$ cat src/rtl/spi_regfile_bridge_if.sv
// SPI pins of the register-file bridge: the master drives chip select and MOSI,
// and the slave drives MISO back.
interface spi_regfile_bridge_if;
   logic SS;
   logic MOSI;
   logic MISO;

   modport master (output SS, output MOSI, input MISO);
   modport slave  (input SS, input MOSI, output MISO);
endinterface

$ cat src/rtl/spi_regfile_bridge.sv
// SPI slave that decodes opcode/address/data frames into byte and burst accesses
// on a DEPTH-byte register file, plus ready flags and a sticky address-error bit.
module spi_regfile_bridge #(
   parameter int unsigned DEPTH   = 66,
   parameter int unsigned ADDR_W  = 8,
   parameter int unsigned N_FLAGS = 3
) (
   input  logic                 SCLK,
   input  logic                 RESET_N,
   spi_regfile_bridge_if.slave  spi,
   output logic [DEPTH*8-1:0]   all_data_out,
   output logic [N_FLAGS-1:0]   ready_flags,
   output logic                 addr_error,
   output logic                 byte_valid,
   output logic                 instr_done
);
   localparam int unsigned ADDR_BYTES = (ADDR_W + 7) / 8;
   localparam int unsigned ACC_W      = ADDR_BYTES * 8;
   localparam int unsigned ABC_W      = (ADDR_BYTES > 1) ? $clog2(ADDR_BYTES) : 1;

   typedef enum logic [2:0] {
      StOpcode, StAddr, StWdata, StRdata, StStatus, StFlagOp, StIgnore
   } state_e;

   state_e             state_q;
   logic [2:0]         bit_cnt_q;
   logic [6:0]         rx_q;
   logic [7:0]         tx_q;
   logic [ADDR_W-1:0]  ptr_q;
   logic [ACC_W-1:0]   addr_acc_q;
   logic [ABC_W-1:0]   addr_cnt_q;
   logic               rd_op_q;
   logic               addr_ok_q;
   logic               status_first_q;
   logic [DEPTH*8-1:0] mem_q;

   logic               frame_rst_n;
   logic               byte_done;
   logic [7:0]         rx_byte;
   logic [ACC_W-1:0]   addr_next;
   logic [ADDR_W-1:0]  new_addr;
   logic               new_ok;
   logic               last_addr;
   logic [ADDR_W-1:0]  ptr_inc;
   logic [ADDR_W-1:0]  rd_addr;
   logic               rd_ok;
   logic [7:0]         rd_data;
   logic               is_set;
   logic               is_clr;

   // Chip select doubles as an asynchronous clear for everything frame-scoped.
   assign frame_rst_n = RESET_N & ~spi.SS;

   assign byte_done = (bit_cnt_q == 3'd7);
   assign rx_byte   = {rx_q, spi.MOSI};
   assign addr_next = (addr_acc_q << 8) | ACC_W'(rx_byte);
   assign new_addr  = addr_next[ADDR_W-1:0];
   assign new_ok    = (32'(new_addr) < DEPTH);
   assign last_addr = (addr_cnt_q == ABC_W'(ADDR_BYTES - 1));
   assign ptr_inc   = (ptr_q == ADDR_W'(DEPTH - 1)) ? '0 : ptr_q + ADDR_W'(1);
   assign is_set    = (rx_byte[7:3] == 5'b10000);
   assign is_clr    = (rx_byte[7:3] == 5'b01000);

   // Read data is fetched for the pointer value that will be live after this edge.
   assign rd_addr = (state_q == StAddr) ? new_addr : ptr_inc;
   assign rd_ok   = (state_q == StAddr) ? new_ok : addr_ok_q;

   always_comb begin
      rd_data = '0;
      for (int a = 0; a < int'(DEPTH); a++) begin
         if (rd_ok && rd_addr == ADDR_W'(a)) rd_data = mem_q[8*a +: 8];
      end
   end

   assign spi.MISO     = tx_q[7] & ((state_q == StRdata) || (state_q == StStatus));
   assign all_data_out = mem_q;

   always_ff @(posedge SCLK or negedge frame_rst_n) begin
      if (!frame_rst_n) begin
         state_q        <= StOpcode;
         bit_cnt_q      <= '0;
         rx_q           <= '0;
         tx_q           <= '0;
         ptr_q          <= '0;
         addr_acc_q     <= '0;
         addr_cnt_q     <= '0;
         rd_op_q        <= 1'b0;
         addr_ok_q      <= 1'b0;
         status_first_q <= 1'b0;
      end else begin
         bit_cnt_q <= bit_cnt_q + 3'd1;
         rx_q      <= rx_byte[6:0];
         tx_q      <= {tx_q[6:0], 1'b0};
         if (byte_done) begin
            unique case (state_q)
               StOpcode: begin
                  if (rx_byte == 8'h01 || rx_byte == 8'h02) begin
                     state_q    <= StAddr;
                     rd_op_q    <= rx_byte[1];
                     addr_cnt_q <= '0;
                     addr_acc_q <= '0;
                  end else if (rx_byte == 8'h03) begin
                     state_q        <= StStatus;
                     tx_q           <= {addr_error, 7'(ready_flags)};
                     status_first_q <= 1'b1;
                  end else if (is_set || is_clr) begin
                     state_q <= StFlagOp;
                  end else begin
                     state_q <= StIgnore;
                  end
               end
               StAddr: begin
                  addr_acc_q <= addr_next;
                  if (last_addr) begin
                     ptr_q     <= new_addr;
                     addr_ok_q <= new_ok;
                     if (rd_op_q) begin
                        state_q <= StRdata;
                        tx_q    <= rd_data;
                     end else begin
                        state_q <= StWdata;
                     end
                  end else begin
                     addr_cnt_q <= addr_cnt_q + ABC_W'(1);
                  end
               end
               StWdata: begin
                  if (addr_ok_q) ptr_q <= ptr_inc;
               end
               StRdata: begin
                  if (addr_ok_q) ptr_q <= ptr_inc;
                  tx_q <= rd_data;
               end
               StStatus: begin
                  // The error bit is cleared by the first status byte and cannot re-arm here.
                  status_first_q <= 1'b0;
                  tx_q           <= {1'b0, 7'(ready_flags)};
               end
               default: ;
            endcase
         end
      end
   end

   always_ff @(posedge SCLK or negedge RESET_N) begin
      if (!RESET_N) begin
         mem_q       <= '0;
         ready_flags <= '0;
         addr_error  <= 1'b0;
         byte_valid  <= 1'b0;
         instr_done  <= 1'b0;
      end else begin
         byte_valid <= byte_done;
         instr_done <= 1'b0;
         if (byte_done) begin
            unique case (state_q)
               StOpcode: begin
                  if (is_set || is_clr) begin
                     instr_done <= 1'b1;
                     for (int f = 0; f < int'(N_FLAGS); f++) begin
                        if (rx_byte[2:0] == 3'(f)) ready_flags[f] <= is_set;
                     end
                  end
               end
               StAddr: begin
                  if (last_addr && !new_ok) addr_error <= 1'b1;
               end
               StWdata: begin
                  instr_done <= 1'b1;
                  for (int a = 0; a < int'(DEPTH); a++) begin
                     if (addr_ok_q && ptr_q == ADDR_W'(a)) mem_q[8*a +: 8] <= rx_byte;
                  end
               end
               StRdata: instr_done <= 1'b1;
               StStatus: begin
                  if (status_first_q) addr_error <= 1'b0;
               end
               default: ;
            endcase
         end
      end
   end
endmodule

$ cat src/flat_wrapper.sv
// flat-port wrapper written by rule: the top's interface ports become plain ports
module spi_regfile_bridge_flat 
#(
   parameter int unsigned DEPTH   = 66,
   parameter int unsigned ADDR_W  = 8,
   parameter int unsigned N_FLAGS = 3
)
  (SCLK, RESET_N, all_data_out, ready_flags, addr_error, byte_valid, instr_done, spi_SS, spi_MOSI, spi_MISO);
  spi_regfile_bridge_if spi_i ();
  input  logic SCLK;
  input  logic RESET_N;
  output logic [DEPTH*8-1:0] all_data_out;
  output logic [N_FLAGS-1:0] ready_flags;
  output logic addr_error;
  output logic byte_valid;
  output logic instr_done;
  input wire logic [$bits(spi_i.SS)-1:0] spi_SS;
  input wire logic [$bits(spi_i.MOSI)-1:0] spi_MOSI;
  output wire logic [$bits(spi_i.MISO)-1:0] spi_MISO;
  assign spi_i.SS = spi_SS;
  assign spi_i.MOSI = spi_MOSI;
  assign spi_MISO = spi_i.MISO;
  spi_regfile_bridge #(.DEPTH(DEPTH), .ADDR_W(ADDR_W), .N_FLAGS(N_FLAGS)) u_core (.SCLK(SCLK), .RESET_N(RESET_N), .spi(spi_i), .all_data_out(all_data_out), .ready_flags(ready_flags), .addr_error(addr_error), .byte_valid(byte_valid), .instr_done(instr_done));
endmodule
$ cat config.mk
export PLATFORM = sky130hd
export DESIGN_NAME = spi_regfile_bridge_flat
export DESIGN_NICKNAME = d
export VERILOG_FILES = /design/src/rtl/spi_regfile_bridge_if.sv /design/src/rtl/spi_regfile_bridge.sv /design/src/flat_wrapper.sv
export SDC_FILE = /design/constraint.sdc
export NUM_CORES = 1
export LEC_CHECK = 0
export BUFFER_PORTS_ARGS = -buffer_cell sky130_fd_sc_hd__buf_2
export CAP_MARGIN = 30
export CORE_MARGIN = 2
export CORE_UTILIZATION = 35
export DETAILED_ROUTE_END_ITERATION = 8
export SETUP_SLACK_MARGIN = 0.05
export SLEW_MARGIN = 20
export SYNTH_ARGS = -nofsm -noshare
export SYNTH_HDL_FRONTEND = slang
export SYNTH_SLANG_ARGS = --single-unit
$ cat constraint.sdc
create_clock -name SCLK -period 9.46 [get_ports SCLK]
set_input_delay 1.419 -clock SCLK [delete_from_list [all_inputs] [get_ports SCLK]]
set_output_delay 1.419 -clock SCLK [all_outputs]
set_load 0.1 [all_outputs]
==> flow_metrics.py <==
metrics = {
    "outcome": {
        "status": "complete, no violations",
    },
    "placement": {
        "place_congestion": 1.05,
        "dpl.hpwl_um": 105000,
        "portBuffers": 538,
    },
    "global_route": {
        "first_global_vias": 24922,
        "grt_pass1_wl_um": 199000,
        "grt_remaining_overflow": 0,
        "antenna_found_initial": 4,
        "grt_usage": 0.338,
        "grt_max_degree": 170,
    },
    "yosys": {
        "syn-cell-area_mm2": 0.0280,
        "synth_nets": 2455,
        "synth_area_per_cell_um2": 11.4,
        "synth_cell_type_count": 101,
        "synth_fa_ha_area_frac": 0.00269,
        "synth_warnings": 0,
        "synth-edff-count": 0,
        "synth_compound_area_frac": 0.160,
        "synthCells": 2445,
        "synthXorXnorAreaFrac": 0.00125,
        "synth-main-ff-cell": "dfrtp_1",
        "ys_seq_area_frac": 0.507,
        "yosys.area.top_type_share": 0.507,
        "synthSimpleGateAreaFrac": 0.0932,
        "synth.largest_area_cell": "dfrtp_1",
        "yosys-mux-area-fraction": 0.207,
        "synth_area_leaders": "dfrtp_1 (51%), mux2_2 (20%), nand2_1 (2.2%), o21ai_0 (2.1%), nor2_1 (2.1%)",
        "synth_top_family_by_area": "multiplexers",
        "async_reset_ff_frac": 1.00,
        "ys_seq_elements": 566,
    },
    "run": {
        "drv_cap": 0,
    },
    "floorplan": {
        "rows": 103,
        "start_util": 0.354,
        "die_y_um": 287,
        "die_w_um": 287,
        "core_mm2": 0.0790,
        "io_pins": 539,
        "dieArea_mm2": 0.0822,
    },
    "clocking": {
        "cts_setup_buffers": 0,
        "clock_sinks": 566,
        "h-tree-depth": 2,
        "cts_resized": 0,
        "clk_path_buf_depth": 3,
        "cts_made_buffers": 59,
        "clk_latency_ns": 0.66,
        "clk_pin_slew_ns": 0.07,
        "hold_buffers": 0,
        "cts_tree": "done",
        "clock-root-buffer": "clkbuf_16",
    },
    "timing": {
        "post-route-period-util": 0.612,
        "tightest_slew_ns": 1.13,
        "whs_ns": 0.434,
        "min_period_ns": 5.79,
        "maxSlewHeadroom": 0.247,
        "fmax_mhz": 173,
        "rsz0062_at_grt": "no",
        "hold_viol": 0,
        "setup_viol": 0,
        "slew_violations": 0,
        "skew_ns": 0.0310,
        "tns_ns": 0,
    },
    "power_and_ir_drop": {
        "p_leak_nw": 17.2,
        "ir_drop_mv": 0.118,
        "power_density_mw_per_mm2": 148,
    },
    "worst_setup_path": {
        "r2r_slack_ns": 3.67,
        "cp-end-kind": "register",
        "r2r_start": "u_core.ptr_q[0]",
        "startpoint": "u_core.ptr_q[0]",
        "worstPathArrival_ns": 6.31,
        "r2r_cells": 13,
        "worstSetupPathType": "reg2reg",
        "startpoint_type": "register",
        "crit_required_ns": 9.98,
        "worst-path-max-fanout": 16,
        "timing.rr.end": "u_core.tx_q[2]",
    },
    "drt": {
        "vias_per_cell": 6.47,
        "initialDrtViolationCount": 4217,
        "drc_errors": 0,
        "drt_wl_total_um": 143000,
        "via_count": 26122,
        "wire_per_inst_um": 35.5,
        "dr.pass1.iters": 9,
        "ant_nets": 0,
    },
    "min_path": {
        "hp-class": "reg2reg",
        "hp-start": "u_core.bit_cnt_q[0]",
        "whs_path_depth": 1,
        "hold_end": "u_core.bit_cnt_q[0]",
    },
    "cells_and_area": {
        "nNetsFinal": 2949,
        "areaGrowthSynthToFinish_pct": 21.5,
        "drive_above_1_share": 0.432,
    },
}
## worst max-delay path by stage
stage | depth (start not counted) | slack, ns | end
6_report | 13 | 3.67 | u_core.tx_q[2]
3_3_place_gp | 12 | 3.51 | u_core.tx_q[7]
4_1_cts | 13 | 3.98 | u_core.tx_q[1]
3_5_place_dp | 12 | 3.39 | u_core.tx_q[4]
5_1_grt | 13 | 3.42 | u_core.tx_q[1]
2_1_floorplan | 5 | 5.52 | spi_MISO
## cells in the final DEF (no fill, tap or decap), types with 12 or more instances in the layout
| cell type | count |
|---|---|
| a211oi_1 | 23 |
| a21oi_1 | 98 |
| a221oi_1 | 43 |
| a222oi_1 | 12 |
| a22oi_1 | 51 |
| a31oi_1 | 31 |
| and3_1 | 13 |
| buf_2 | 538 |
| buf_4 | 60 |
| clkbuf_16 | 61 |
| clkinv_2 | 12 |
| dfrtp_1 | 559 |
| mux2_2 | 507 |
| nand2_1 | 162 |
| nand3_1 | 62 |
| nand4_1 | 12 |
| nor2_1 | 154 |
| nor3_1 | 36 |
| o211ai_1 | 19 |
| o21ai_0 | 119 |
| o221ai_1 | 28 |
| o22ai_1 | 49 |
| or3_1 | 13 |
## kinds of logic after synthesis
group / count (synthesis)
and+or+nand+nor: 541
adders and majority gates: 6
buffers and inverters: 187
DFF: 566
muxes: 516
xor gates and xnor gates: 4
AOI/OAI and AO/OA: 625
## through the flow
step,area (µm²),worst slack [ns],utilization,power (W),instances
floorplan,28000,5.52,-,0.00250,2445
global placement,31700,3.51,0.401,0.00258,3909
detailed placement,31800,3.39,0.403,0.00259,3920
CTS,33800,3.98,0.428,0.00502,4029
global route,34000,3.42,0.430,0.00513,4037
finish,34000,3.67,0.430,0.00503,4038
## cells in the mapped netlist (8+ instances only)
cell type	n
nor2b_1	10
o22ai_1	49
nor3_1	36
o211ai_1	19
nand2_1	162
o21ai_1	9
a22oi_1	51
a31oi_1	31
buf_1	9
a211oi_1	23
a221o_1	10
dfrtp_1	566
inv_1	11
nor2_2	10
nor2_1	156
o21ai_0	119
o21a_1	8
a22o_1	9
clkbuf_1	113
mux2_2	507
nand4_1	12
o2111ai_1	8
a222oi_1	12
and3_1	13
a221oi_1	43
nand3_1	62
a21oi_1	98
or3_1	13
o221ai_1	28
mux2i_1	9
buf_2	45
nor4_1	11
## flip-flops by register name (all words and copies together), names as in the netlist
signal and cells:
u_core.ready_flags 3, u_core.ptr_q 8, u_core.all_data_out 528, u_core.tx_q 8, u_core.state_q 3, u_core.rd_op_q 1
u_core.byte_valid 1, u_core.bit_cnt_q 3, u_core.rx_q 7, u_core.addr_error 1, u_core.instr_done 1, u_core.status_first_q 1
u_core.addr_ok_q 1
## metal layers
| metal | vias up | wire [µm] | global-route usage |
|---|---|---|---|
| met5 | - | 42 | 0 |
| met4 | 6 | 8230 | 0.154 |
| met3 | 467 | 16900 | 0.105 |
| met2 | 1941 | 64200 | 0.519 |
| met1 | 13400 | 54000 | 0.437 |
| li1 | 10308 | - | - |
## report_power, final
part / internal, W / leakage [nW] / switching (W)
Combinational: 0.0000172 / 8.46 / 0.000108
Clock: 0.00140 / 0.988 / 0.00107
Sequential: 0.00242 / 7.75 / 0.00000529
## cell type report
class	count	area (µm²)
clock buffers	79	1700
inverters	11	41.3
fillers	7598	45000
multi-input cells	1692	13000
well taps	1050	1310
clock inverters	30	327
flip-flops and latches	566	14200
diodes	1	2.50
repair buffers	609	3380
## worst max-delay path: stages, from the launching register on
cell and delay (ns):
dfrtp_1 0.69, inv_1 0.29, ha_1 0.54, inv_1 0.13
a2111oi_1 0.97, o22ai_2 0.36, nor2_2 0.83, buf_4 0.38
a221oi_1 0.12, nand4_1 0.16, nand4b_1 0.15, a21oi_1 0.36
a211oi_1 0.19, o41ai_1 0.46
(Power assumes the default switching activity.)
